<file path="src/rtl/matrix_stream_buffer.sv">
// ---------------------------------------------------------------------------
// matrix_stream_buffer
// Flop-based ROWS x COLS matrix store of DATA_W-bit elements for the matrix
// multiplication datapath. It is loaded one element per cycle. It can be read
// as a full flat snapshot, or as one row or one column streamed beat-by-beat
// over a valid/ready handshake, so A rows and B columns use the same block.
//
// Ports
//   clk        in   system clock, rising edge
//   rst_n      in   asynchronous active-low reset
//   clr        in   zero every element (wins over a same-cycle write)
//   wr_en      in   write strobe; out-of-range (wr_row, wr_col) is dropped
//   wr_row     in   [RW]      write row index
//   wr_col     in   [CW]      write column index
//   wr_data    in   [DATA_W]  write data
//   snap_en    in   capture the whole matrix into all_data
//   all_data   out  [ROWS*COLS*DATA_W]  element (r,c) at (r*COLS+c)*DATA_W
//   rd_start   in   start a stream
//   rd_dir     in   0 = stream row rd_sel, 1 = stream column rd_sel
//   rd_sel     in   [IW]      row or column index
//   busy       out  stream in progress
//   rd_err     out  one-cycle pulse for a rejected rd_start
//   out_valid  out  out_data holds a beat
//   out_ready  in   consumer accepts the beat
//   out_data   out  [DATA_W]  current element
//   out_last   out  current beat is the final element
// ---------------------------------------------------------------------------
module matrix_stream_buffer #(
    parameter  int ROWS   = 10,
    parameter  int COLS   = 10,
    parameter  int DATA_W = 8,
    localparam int RW     = $clog2(ROWS),
    localparam int CW     = $clog2(COLS),
    localparam int IW     = (RW > CW) ? RW : CW
) (
    input  logic                          clk,
    input  logic                          rst_n,
    input  logic                          clr,
    input  logic                          wr_en,
    input  logic [RW-1:0]                 wr_row,
    input  logic [CW-1:0]                 wr_col,
    input  logic [DATA_W-1:0]             wr_data,
    input  logic                          snap_en,
    output logic [ROWS*COLS*DATA_W-1:0]   all_data,
    input  logic                          rd_start,
    input  logic                          rd_dir,
    input  logic [IW-1:0]                 rd_sel,
    output logic                          busy,
    output logic                          rd_err,
    output logic                          out_valid,
    input  logic                          out_ready,
    output logic [DATA_W-1:0]             out_data,
    output logic                          out_last
);

    typedef enum logic [0:0] {
        ST_IDLE   = 1'b0,
        ST_STREAM = 1'b1
    } state_t;

    logic [DATA_W-1:0]           r_mem [ROWS][COLS];
    logic [ROWS*COLS*DATA_W-1:0] w_flat;
    logic [ROWS*COLS*DATA_W-1:0] r_all_data;

    state_t                      r_state, w_state_nxt;
    logic                        r_dir, w_dir_nxt;
    logic [IW-1:0]               r_sel, w_sel_nxt;
    logic [IW-1:0]               r_cnt, w_cnt_nxt;
    logic [DATA_W-1:0]           r_data, w_data_nxt;
    logic                        r_valid, w_valid_nxt;
    logic                        r_last, w_last_nxt;
    logic                        r_busy, w_busy_nxt;
    logic                        r_err, w_err_nxt;

    logic                        w_wr_hit;
    logic                        w_sel_ok;
    logic                        w_fetch_dir;
    logic [IW-1:0]               w_fetch_sel;
    logic [IW-1:0]               w_fetch_idx;
    logic [IW-1:0]               w_fetch_row;
    logic [IW-1:0]               w_fetch_col;
    logic [DATA_W-1:0]           w_fetch;
    logic [31:0]                 w_last_idx;

    // Range checks are done on zero-extended indices so that power-of-two
    // dimensions (where the index width cannot hold ROWS/COLS) still work.
    assign w_wr_hit = wr_en && (32'(wr_row) < 32'(ROWS)) && (32'(wr_col) < 32'(COLS));
    assign w_sel_ok = rd_dir ? (32'(rd_sel) < 32'(COLS)) : (32'(rd_sel) < 32'(ROWS));
    assign w_last_idx = r_dir ? 32'(ROWS - 1) : 32'(COLS - 1);

    // Element storage: clear has priority over a write.
    always_ff @(posedge clk or negedge rst_n) begin
        if (!rst_n) begin
            for (int r = 0; r < ROWS; r++) begin
                for (int c = 0; c < COLS; c++) begin
                    r_mem[r][c] <= '0;
                end
            end
        end else if (clr) begin
            for (int r = 0; r < ROWS; r++) begin
                for (int c = 0; c < COLS; c++) begin
                    r_mem[r][c] <= '0;
                end
            end
        end else if (w_wr_hit) begin
            r_mem[wr_row][wr_col] <= wr_data;
        end
    end

    // Flatten the array into the snapshot layout.
    always_comb begin
        w_flat = '0;
        for (int r = 0; r < ROWS; r++) begin
            for (int c = 0; c < COLS; c++) begin
                w_flat[(r*COLS+c)*DATA_W +: DATA_W] = r_mem[r][c];
            end
        end
    end

    // Snapshot register: holds until the next snap_en, clr does not touch it.
    always_ff @(posedge clk or negedge rst_n) begin
        if (!rst_n) begin
            r_all_data <= '0;
        end else if (snap_en) begin
            r_all_data <= w_flat;
        end
    end

    // Element fetch from pre-edge contents: element 0 of the requested
    // line when idle, otherwise the element after the current beat.
    always_comb begin
        w_fetch_dir = r_dir;
        w_fetch_sel = r_sel;
        w_fetch_idx = r_cnt + IW'(1);
        if (r_state == ST_IDLE) begin
            w_fetch_dir = rd_dir;
            w_fetch_sel = rd_sel;
            w_fetch_idx = '0;
        end else begin
            w_fetch_dir = r_dir;
            w_fetch_sel = r_sel;
            w_fetch_idx = r_cnt + IW'(1);
        end
        w_fetch_row = w_fetch_dir ? w_fetch_idx : w_fetch_sel;
        w_fetch_col = w_fetch_dir ? w_fetch_sel : w_fetch_idx;
        if ((32'(w_fetch_row) < 32'(ROWS)) && (32'(w_fetch_col) < 32'(COLS))) begin
            w_fetch = r_mem[w_fetch_row[RW-1:0]][w_fetch_col[CW-1:0]];
        end else begin
            w_fetch = '0;
        end
    end

    // Stream FSM next-state and next-output logic.
    always_comb begin
        w_state_nxt = r_state;
        w_dir_nxt   = r_dir;
        w_sel_nxt   = r_sel;
        w_cnt_nxt   = r_cnt;
        w_data_nxt  = r_data;
        w_valid_nxt = r_valid;
        w_last_nxt  = r_last;
        w_busy_nxt  = r_busy;
        w_err_nxt   = 1'b0;
        case (r_state)
            ST_IDLE: begin
                if (rd_start) begin
                    if (w_sel_ok) begin
                        w_state_nxt = ST_STREAM;
                        w_dir_nxt   = rd_dir;
                        w_sel_nxt   = rd_sel;
                        w_cnt_nxt   = '0;
                        w_data_nxt  = w_fetch;
                        w_valid_nxt = 1'b1;
                        // Every line has at least two elements.
                        w_last_nxt  = 1'b0;
                        w_busy_nxt  = 1'b1;
                    end else begin
                        w_err_nxt   = 1'b1;
                    end
                end else begin
                    w_err_nxt = 1'b0;
                end
            end
            ST_STREAM: begin
                if (r_valid && out_ready) begin
                    if (r_last) begin
                        w_state_nxt = ST_IDLE;
                        w_valid_nxt = 1'b0;
                        w_last_nxt  = 1'b0;
                        w_busy_nxt  = 1'b0;
                    end else begin
                        w_cnt_nxt   = r_cnt + IW'(1);
                        w_data_nxt  = w_fetch;
                        w_last_nxt  = ((32'(r_cnt) + 32'd1) == w_last_idx);
                    end
                end else begin
                    w_cnt_nxt = r_cnt;
                end
            end
            default: begin
                w_state_nxt = ST_IDLE;
                w_valid_nxt = 1'b0;
                w_last_nxt  = 1'b0;
                w_busy_nxt  = 1'b0;
            end
        endcase
    end

    // Stream FSM state and output registers.
    always_ff @(posedge clk or negedge rst_n) begin
        if (!rst_n) begin
            r_state <= ST_IDLE;
            r_dir   <= 1'b0;
            r_sel   <= '0;
            r_cnt   <= '0;
            r_data  <= '0;
            r_valid <= 1'b0;
            r_last  <= 1'b0;
            r_busy  <= 1'b0;
            r_err   <= 1'b0;
        end else begin
            r_state <= w_state_nxt;
            r_dir   <= w_dir_nxt;
            r_sel   <= w_sel_nxt;
            r_cnt   <= w_cnt_nxt;
            r_data  <= w_data_nxt;
            r_valid <= w_valid_nxt;
            r_last  <= w_last_nxt;
            r_busy  <= w_busy_nxt;
            r_err   <= w_err_nxt;
        end
    end

    assign all_data  = r_all_data;
    assign busy      = r_busy;
    assign rd_err    = r_err;
    assign out_valid = r_valid;
    assign out_data  = r_data;
    assign out_last  = r_last;

endmodule

</file>
<file path="config.mk">
export PLATFORM = sky130hd
export DESIGN_NAME = matrix_stream_buffer
export DESIGN_NICKNAME = d
export VERILOG_FILES = /design/src/rtl/matrix_stream_buffer.sv
export SDC_FILE = /design/constraint.sdc
export NUM_CORES = 2
export LEC_CHECK = 0
export CAP_MARGIN = 40
export CORE_MARGIN = 2
export CORE_UTILIZATION = 51
export DETAILED_ROUTE_END_ITERATION = 8
export HOLD_SLACK_MARGIN = 0.1
export PLACE_DENSITY = 0.77
export REMOVE_ABC_BUFFERS = 1
export SYNTH_ARGS = -nofsm -noshare
export SYNTH_HDL_FRONTEND = slang
export SYNTH_SLANG_ARGS = --single-unit
</file>
<file path="constraint.sdc">
create_clock -name clk -period 2.7 [get_ports clk]
set_input_delay 0.675 -clock clk [delete_from_list [all_inputs] [get_ports clk]]
set_output_delay 0.675 -clock clk [all_outputs]
set_load 0.01 [all_outputs]
</file>
# --- Yosys cells after proc, flatten, opt, wreduce, memory -nomap -nowiden ---
# Index checks and enable logic that the tools add are counted.
totals:
  reg_bits: 1621
  inputBits: 28
  output_inout_bits: 812
  elab_cells: 191
classes:
  addsub: 2
  order_cmp: 11
  eq_ne: 6
  mux: 47
  n_bitwise: 5
  n_reduce_logical: 11
ops:
  columns: ["cell", "count"]
  rows:
  - ["800-bit 2-to-1 mux", 2]
  - ["800-bit bitwise mux", 1]
  - ["80-bit binary-select mux with 4-bit select", 1]
  - ["80-bit demux with 4-bit select", 1]
  - ["80-bit 2-to-1 mux", 3]
  - ["8-bit 2-to-1 mux", 8]
  - ["8-bit binary-select mux with 4-bit select", 1]
  - ["8-bit demux with 4-bit select", 1]
  - ["4-bit 2-to-1 mux", 8]
  - ["5-bit >= comparator, second input constant", 4]
  - ["4-bit less-than comparator, second input constant", 5]
  - ["4-bit inverter with 5-bit output", 4]
  - ["1-bit 2-to-1 mux", 16]
  - ["8-bit one-hot mux with 2 select lines", 1]
  - ["5-bit by 1-bit less-than comparator with 1-bit output, second input constant", 2]
  - ["4-bit one-hot mux with 2 select lines", 1]
  - ["4-bit AND reduction", 2]
  - ["1-bit logical AND", 6]
  - ["2-bit != test, second input constant", 3]
  - ["1-bit one-hot mux with 2 select lines", 3]
  - ["3-bit AND reduction", 2]
  - ["4-bit by 1-bit adder with 5-bit output, second input constant", 1]
  - ["5-bit by 4-bit equality test with 1-bit output, second input constant", 1]
  - ["4-bit by 1-bit adder with 4-bit output, second input constant", 1]
  - ["3 further kinds", 4]

# --- Logic depth before layout (Yosys ltp) ---
depth:
  depth_word: 14
  depth_mapped: 16
  depth_no_buf: 11

# --- Least setup slack after synthesis ---
# Ideal clock, no wire load.
synth_timing:
  path_type: "input to register"
  start: "in rd_dir"
  end: "reg r_data[0], in the netlist out_data[0]"
  setup_ns: 0.137
  arrival_ns: 2.555
  required_time_ns: 2.563
  path_slack_ns: 0.008
  path_stages: 13
  path_buffers: 4
  cell_sequence: "buf_6 > nor2b_4 > buf_6 > nand2b_4 > buf_6 > nand2_4 > buf_12 > mux4_2 > mux2_2 > a21oi_1 > nor3_1 > a21oi_1 > nand3_1"
synth_between:
  elab_chain_cells: 13
  word_cells_on_any_way: 20
  classes_between: "order compare: 2; mux: 15; bitwise: 2; reduce/logical: 1"
synth_lines:
  columns: ["item", "line_no", "rtl"]
  rows:
  - ["start, declared", "46", "input logic rd_dir,"]
  - ["1-bit 2-to-1 mux *", "135", "if (r_state == ST_IDLE) begin"]
  - ["4-bit 2-to-1 mux", "144", "w_fetch_row = w_fetch_dir ? w_fetch_idx : w_fetch_sel;"]
  - ["4-bit inverter with 5-bit output (implied by the code)", "147", "w_fetch = r_mem[w_fetch_row[RW-1:0]][w_fetch_col[CW-1:0]];"]
  - ["80-bit binary-select mux with 4-bit select", "147", null]
  - ["80-bit 2-to-1 mux (implied by the code) (2 in series)", "147", null]
  - ["8-bit binary-select mux with 4-bit select", "147", null]
  - ["8-bit 2-to-1 mux (implied by the code) (2 in series)", "147", null]
  - ["8-bit 2-to-1 mux *", "146", "if ((32'(w_fetch_row) < 32'(ROWS)) && (32'(w_fetch_col) < 32'(COLS))) begin"]
  - ["8-bit 2-to-1 mux (on tied branches)", "186, 167", null]
  - ["8-bit 2-to-1 mux (on tied branches)", "185, 166", null]
  - ["8-bit one-hot mux with 2 select lines *", "164", "case (r_state)"]
  - ["end signal, assigned", "226", "r_data <= w_data_nxt;"]
  - ["end, declared", "69", "logic [DATA_W-1:0] r_data, w_data_nxt;"]
# Mark *: on every way between the ends. The rest lies on a longest branch, timed or not. The select of a mux whose other input is x is not followed.
# A chain may end at the register's enable or synchronous reset.

# --- Worst setup path in the final report ---
layout_timing:
  start: "reg r_cnt[1]"
  end: "reg r_data[4], in the netlist out_data[4]"
layout_between:
  elab_chain_cells: 14
  word_cells_on_any_way: 21
  classes_between: "add/sub: 1; order compare: 2; mux: 15; bitwise: 2; reduce/logical: 1"
layout_lines:
  columns: ["item", "line_no", "rtl"]
  rows:
  - ["start, declared", "68", "logic [IW-1:0] r_cnt, w_cnt_nxt;"]
  - ["start signal, assigned", "225", "r_cnt <= w_cnt_nxt;"]
  - ["4-bit by 1-bit adder with 4-bit output *", "142", "w_fetch_idx = r_cnt + IW'(1);"]
  - ["4-bit 2-to-1 mux *", "135", null]
  - ["4-bit 2-to-1 mux", "144", null]
  - ["4-bit inverter with 5-bit output (implied by the code)", "147", null]
  - ["80-bit binary-select mux with 4-bit select", "147", null]
  - ["80-bit 2-to-1 mux (implied by the code) (2 in series)", "147", null]
  - ["8-bit binary-select mux with 4-bit select", "147", null]
  - ["8-bit 2-to-1 mux (implied by the code) (2 in series)", "147", null]
  - ["8-bit 2-to-1 mux *", "146", null]
  - ["8-bit 2-to-1 mux (on tied branches)", "186, 167", null]
  - ["8-bit 2-to-1 mux (on tied branches)", "185, 166", null]
  - ["8-bit one-hot mux with 2 select lines *", "164", null]
# Marks and branches as above.

==> flow_summary.yaml <==
pwr:
  comb_power_share_pct: 42.1
  peakVddDrop_uv: 787
  seqPwrFrac_pct: 29.9
  switching_share_pct: 37.3
  power-per-cell-area_nw_per_um2: 863
  clockPowerShare_pct: 28.0
  intPower_mw: 51.6
  power_switching_mw: 30.6
  p_leak_nw: 43.4
placement:
  port_buffers: 839
  dp_slack_ns: -1.47
  place.gp.congestion: 1.02
  dpl_cell_area_um2: 87600
  hpwl_mm: 208
synthesis:
  synth_area_per_cell_um2: 11.2
  synth-compound-area-share_pct: 8.79
  synth_flop_cell: "dfrtp_1"
  synth-xor-area-share_pct: 0.0350
  synth-simple-area-share_pct: 11.3
  yosys-top-cells-area: "dfrtp_1, mux2_2, mux2i_1"
  synthMuxAreaShare_pct: 19.7
  synthDistinctLibCells: 86
  synth_edf_count: 0
  post_synth_instance_area_um2: 71500
  synthCells: 6389
  seq_area_frac_synth_pct: 56.8
  yosys_warnings: 0
  synth_top_cell_by_area: "dfrtp_1"
  async_reset_ff_share_pct: 100
  synth_top_area_share_pct: 56.8
  synth_seq_cells: 1621
  synth_top_family_by_area: "multiplexers"
  synth_fa_ha_area_share_pct: 0.0350
die:
  die_area_um2: 143000
  io_pins: 840
  fp.coreArea_um2: 139000
  die_y_um: 378
  initial_core_util_pct: 51.3
  die_w_um: 378
  rows: 137
critical_path:
  reg2regPathDepth: 14
  critPathMaxFanout: 5
  crit_required_ns: 3.45
  cp-end-kind: "flip-flop"
  endpoint: "out_data[4]"
  slowest_stage: "dfrtp_1"
  critPathMaxStageDelay_ns: 0.42
  reg2reg_from: "r_cnt[1]"
  startpoint_type: "flip-flop"
  crit_chain: "inv_2, ha_4, mux2_4, a21o_4, buf_12, buf_6, buf_6, a31oi_4, buf_6, a211oi_4, a2111oi_4, buf_4, nand4_1, a31oi_1"
  crit_buf_inv: 6
  reg2reg_slack_ns: -0.49
  arrival_ns: 3.94
  critPathLaunch: "r_cnt[1]"
  worstSetupPathType: "reg2reg"
  crit_cells: 14
  r2r_end: "out_data[4]"
  crit_path_frequent_cell: "buf_6"
  cpLargestDelayFamily: "compound AO/OA/AOI/OAI gates"
sta:
  skew_ns: 0.0405
  hold_violations: 0
  finalWorstSetupSlack_ns: -0.486
  slew_headroom_pct: 50.4
  period_needed_ns: 3.19
  fin_crit_sh_pct: 118
  setup_viol: 9
  whs_ns: 0.184
  drv_slew: 0
  setup_tns_ns: -3.08
  rsz0062_at_grt: "true"
  max_freq_ghz: 0.314
  tightest_slew_ns: 0.744
route:
  wl_per_cell_um: 29.9
  firstDrtPassIters: 8
  drt-initial-drc-count: 7986
  viasPerCell: 6.29
  antenna_left: 0
  wl_mm: 290
  remaining_drc_errors: 0
  vias: 61000
clocking:
  cts.path.max_buffers: 3
  clk_pin_slew_ns: 0.06
  clock_latency_ns: 0.84
  htreeDepth: 4
  cts_inserted_buffers: 166
  root_buffer: "clkbuf_16"
  clock-sinks: 1621
  cts_tree: "done"
flow_run:
  maxCapViolCount: 0
status:
  status: "finished with violations"
  violations: "negative setup slack"
final_layout:
  fin_nets: 7724
  syn2layout_area_growth_pct: 33.4
  drive_gt1_share_pct: 27.6
  final_util_pct: 68.4
  final_area_um2: 95300
global_route:
  grt_overflow_total: 0
  antenna_found_initial: 13
  grt_usage_pct: 39.9
  first_global_vias: 59700
  grt_pass1_wl_mm: 416
  grt_start_max_net_pins: 115
min_path:
  hp-class: "in2reg"
## synth_stat cells, types with 12 or more instances
cell type	number
a211oi_1	102
o21ai_0	296
mux4_2	24
buf_1	41
and3_1	117
buf_6	14
a311oi_1	37
o22ai_1	29
nor3_1	18
a31oi_1	73
buf_2	74
nand2_1	906
nor2_1	469
nor2_2	32
nand3_1	247
buf_4	26
a21oi_1	456
nor4_1	22
dfrtp_1	1621
mux2_2	808
a32oi_1	12
clkbuf_1	362
nand4_1	22
mux2i_1	438
## metal layers
metal	track usage (%)	wire length, um	vias to the layer above
met1	51.1	106000	30600
li1	-	-	25100
met4	23.6	21100	14
met3	12.8	35300	1055
met2	59.5	127000	4283
met5	0	90	-
## worst register-to-register path: stages (launching register included)
cell and delay, ns:
dfrtp_1 0.42, inv_2 0.08, ha_4 0.24, mux2_4 0.29, a21o_4 0.26, buf_12 0.15, buf_6 0.12, buf_6 0.11
a31oi_4 0.17, buf_6 0.14, a211oi_4 0.06, a2111oi_4 0.41, buf_4 0.19, nand4_1 0.22, a31oi_1 0.21
## state kept, by name, indices dropped and copies added (netlist names)
register  count
rd_err        1
r_cnt         4
r_sel         4
out_data      8
out_last      1
r_dir         1
busy          1
r_mem       800
all_data    800
r_state       1
## layout by cell type, fill, tap and decap left out, drive strengths merged, types with 5 or more instances in the layout
cell / netlist / routed
nor4: 22 / 22
o22ai: 29 / 29
dlymetal6s2s: 0 / 6
and3: 117 / 117
a31oi: 74 / 74
nand2: 909 / 910
a211oi: 102 / 102
a221oi: 8 / 8
clkbuf: 363 / 246
nor2b: 13 / 13
buf: 160 / 820
dlygate4sd2: 0 / 5
nor2: 503 / 503
nor3: 19 / 19
and2: 5 / 5
a22oi: 8 / 8
inv: 6 / 13
mux2i: 438 / 438
a2111oi: 12 / 12
mux2: 809 / 809
nand3: 247 / 247
nand2b: 11 / 11
a21oi: 459 / 459
dfrtp: 1621 / 1621
a311oi: 37 / 37
a32oi: 12 / 12
clkinv: 0 / 35
bufbuf: 0 / 7
diode: 0 / 5
nand4: 22 / 22
mux4: 26 / 26
a31o: 5 / 5
o21ai: 300 / 300
clkdlybuf4s50: 0 / 817
## power groups by stage
stage | sequential [mW] | combinational [mW] | clock [mW]
after floorplan | 25.1 | 8.60 | 0
after global placement | 25.0 | 26.5 | 0
after detailed placement | 25.0 | 26.7 | 0
after CTS | 24.6 | 31.0 | 23.1
after global routing | 24.6 | 35.4 | 24.2
final | 24.6 | 34.6 | 23.0
## logic make-up (layout without fill, tap and decap cells)
group	after synthesis	count (layout)
buffers and inverters	529	1958
AO/OA/AOI/OAI	1079	1079
AND/OR/NAND/NOR	1883	1884
XOR/XNOR	2	2
other	0	5
adder cells (fa/ha/maj)	2	2
multiplexers	1273	1273
flip-flops	1621	1621
## metrics by stage
| step | std cells | power (mW) |
|---|---|---|
| floorplan | 5866 | 33.7 |
| global placement | 9343 | 51.5 |
| detailed placement | 9343 | 51.8 |
| CTS | 9674 | 78.7 |
| global route | 9696 | 84.2 |
| finish | 9700 | 82.2 |
## worst min path at each step
stage                             start             to  slack (ns)  cells after the start
after CTS                    wr_data[5]     r_mem[293]        0.14                      3
after global routing         wr_data[5]     r_mem[293]        0.18                      3
after detailed placement  all_data[252]  all_data[252]        0.49                      1
final                        wr_data[5]     r_mem[293]        0.18                      3
after global placement    all_data[294]  all_data[294]        0.49                      1
after floorplan                   rst_n    all_data[0]        0.38                      0
## area by class of cell
type	count	area, um^2
timing repair buffer	1659	17000
antenna	5	12.5
sequential	1621	40600
inverter	6	22.5
fill	10000	44100
clock inverter	50	553
tap	1876	2350
clock buffer	243	4860
multi-input combinational	4240	29900
## what timing repair did
item                                   CTS  global route
pin swaps                               50            60
setup buffers                           36            24
hold buffers                             1             0
gates resized for setup                170           118
gates cloned                             8             3
setup endpoints to repair               13            16
endpoints found under the hold margin   25             0
Power figures use the tool's default switching activity.
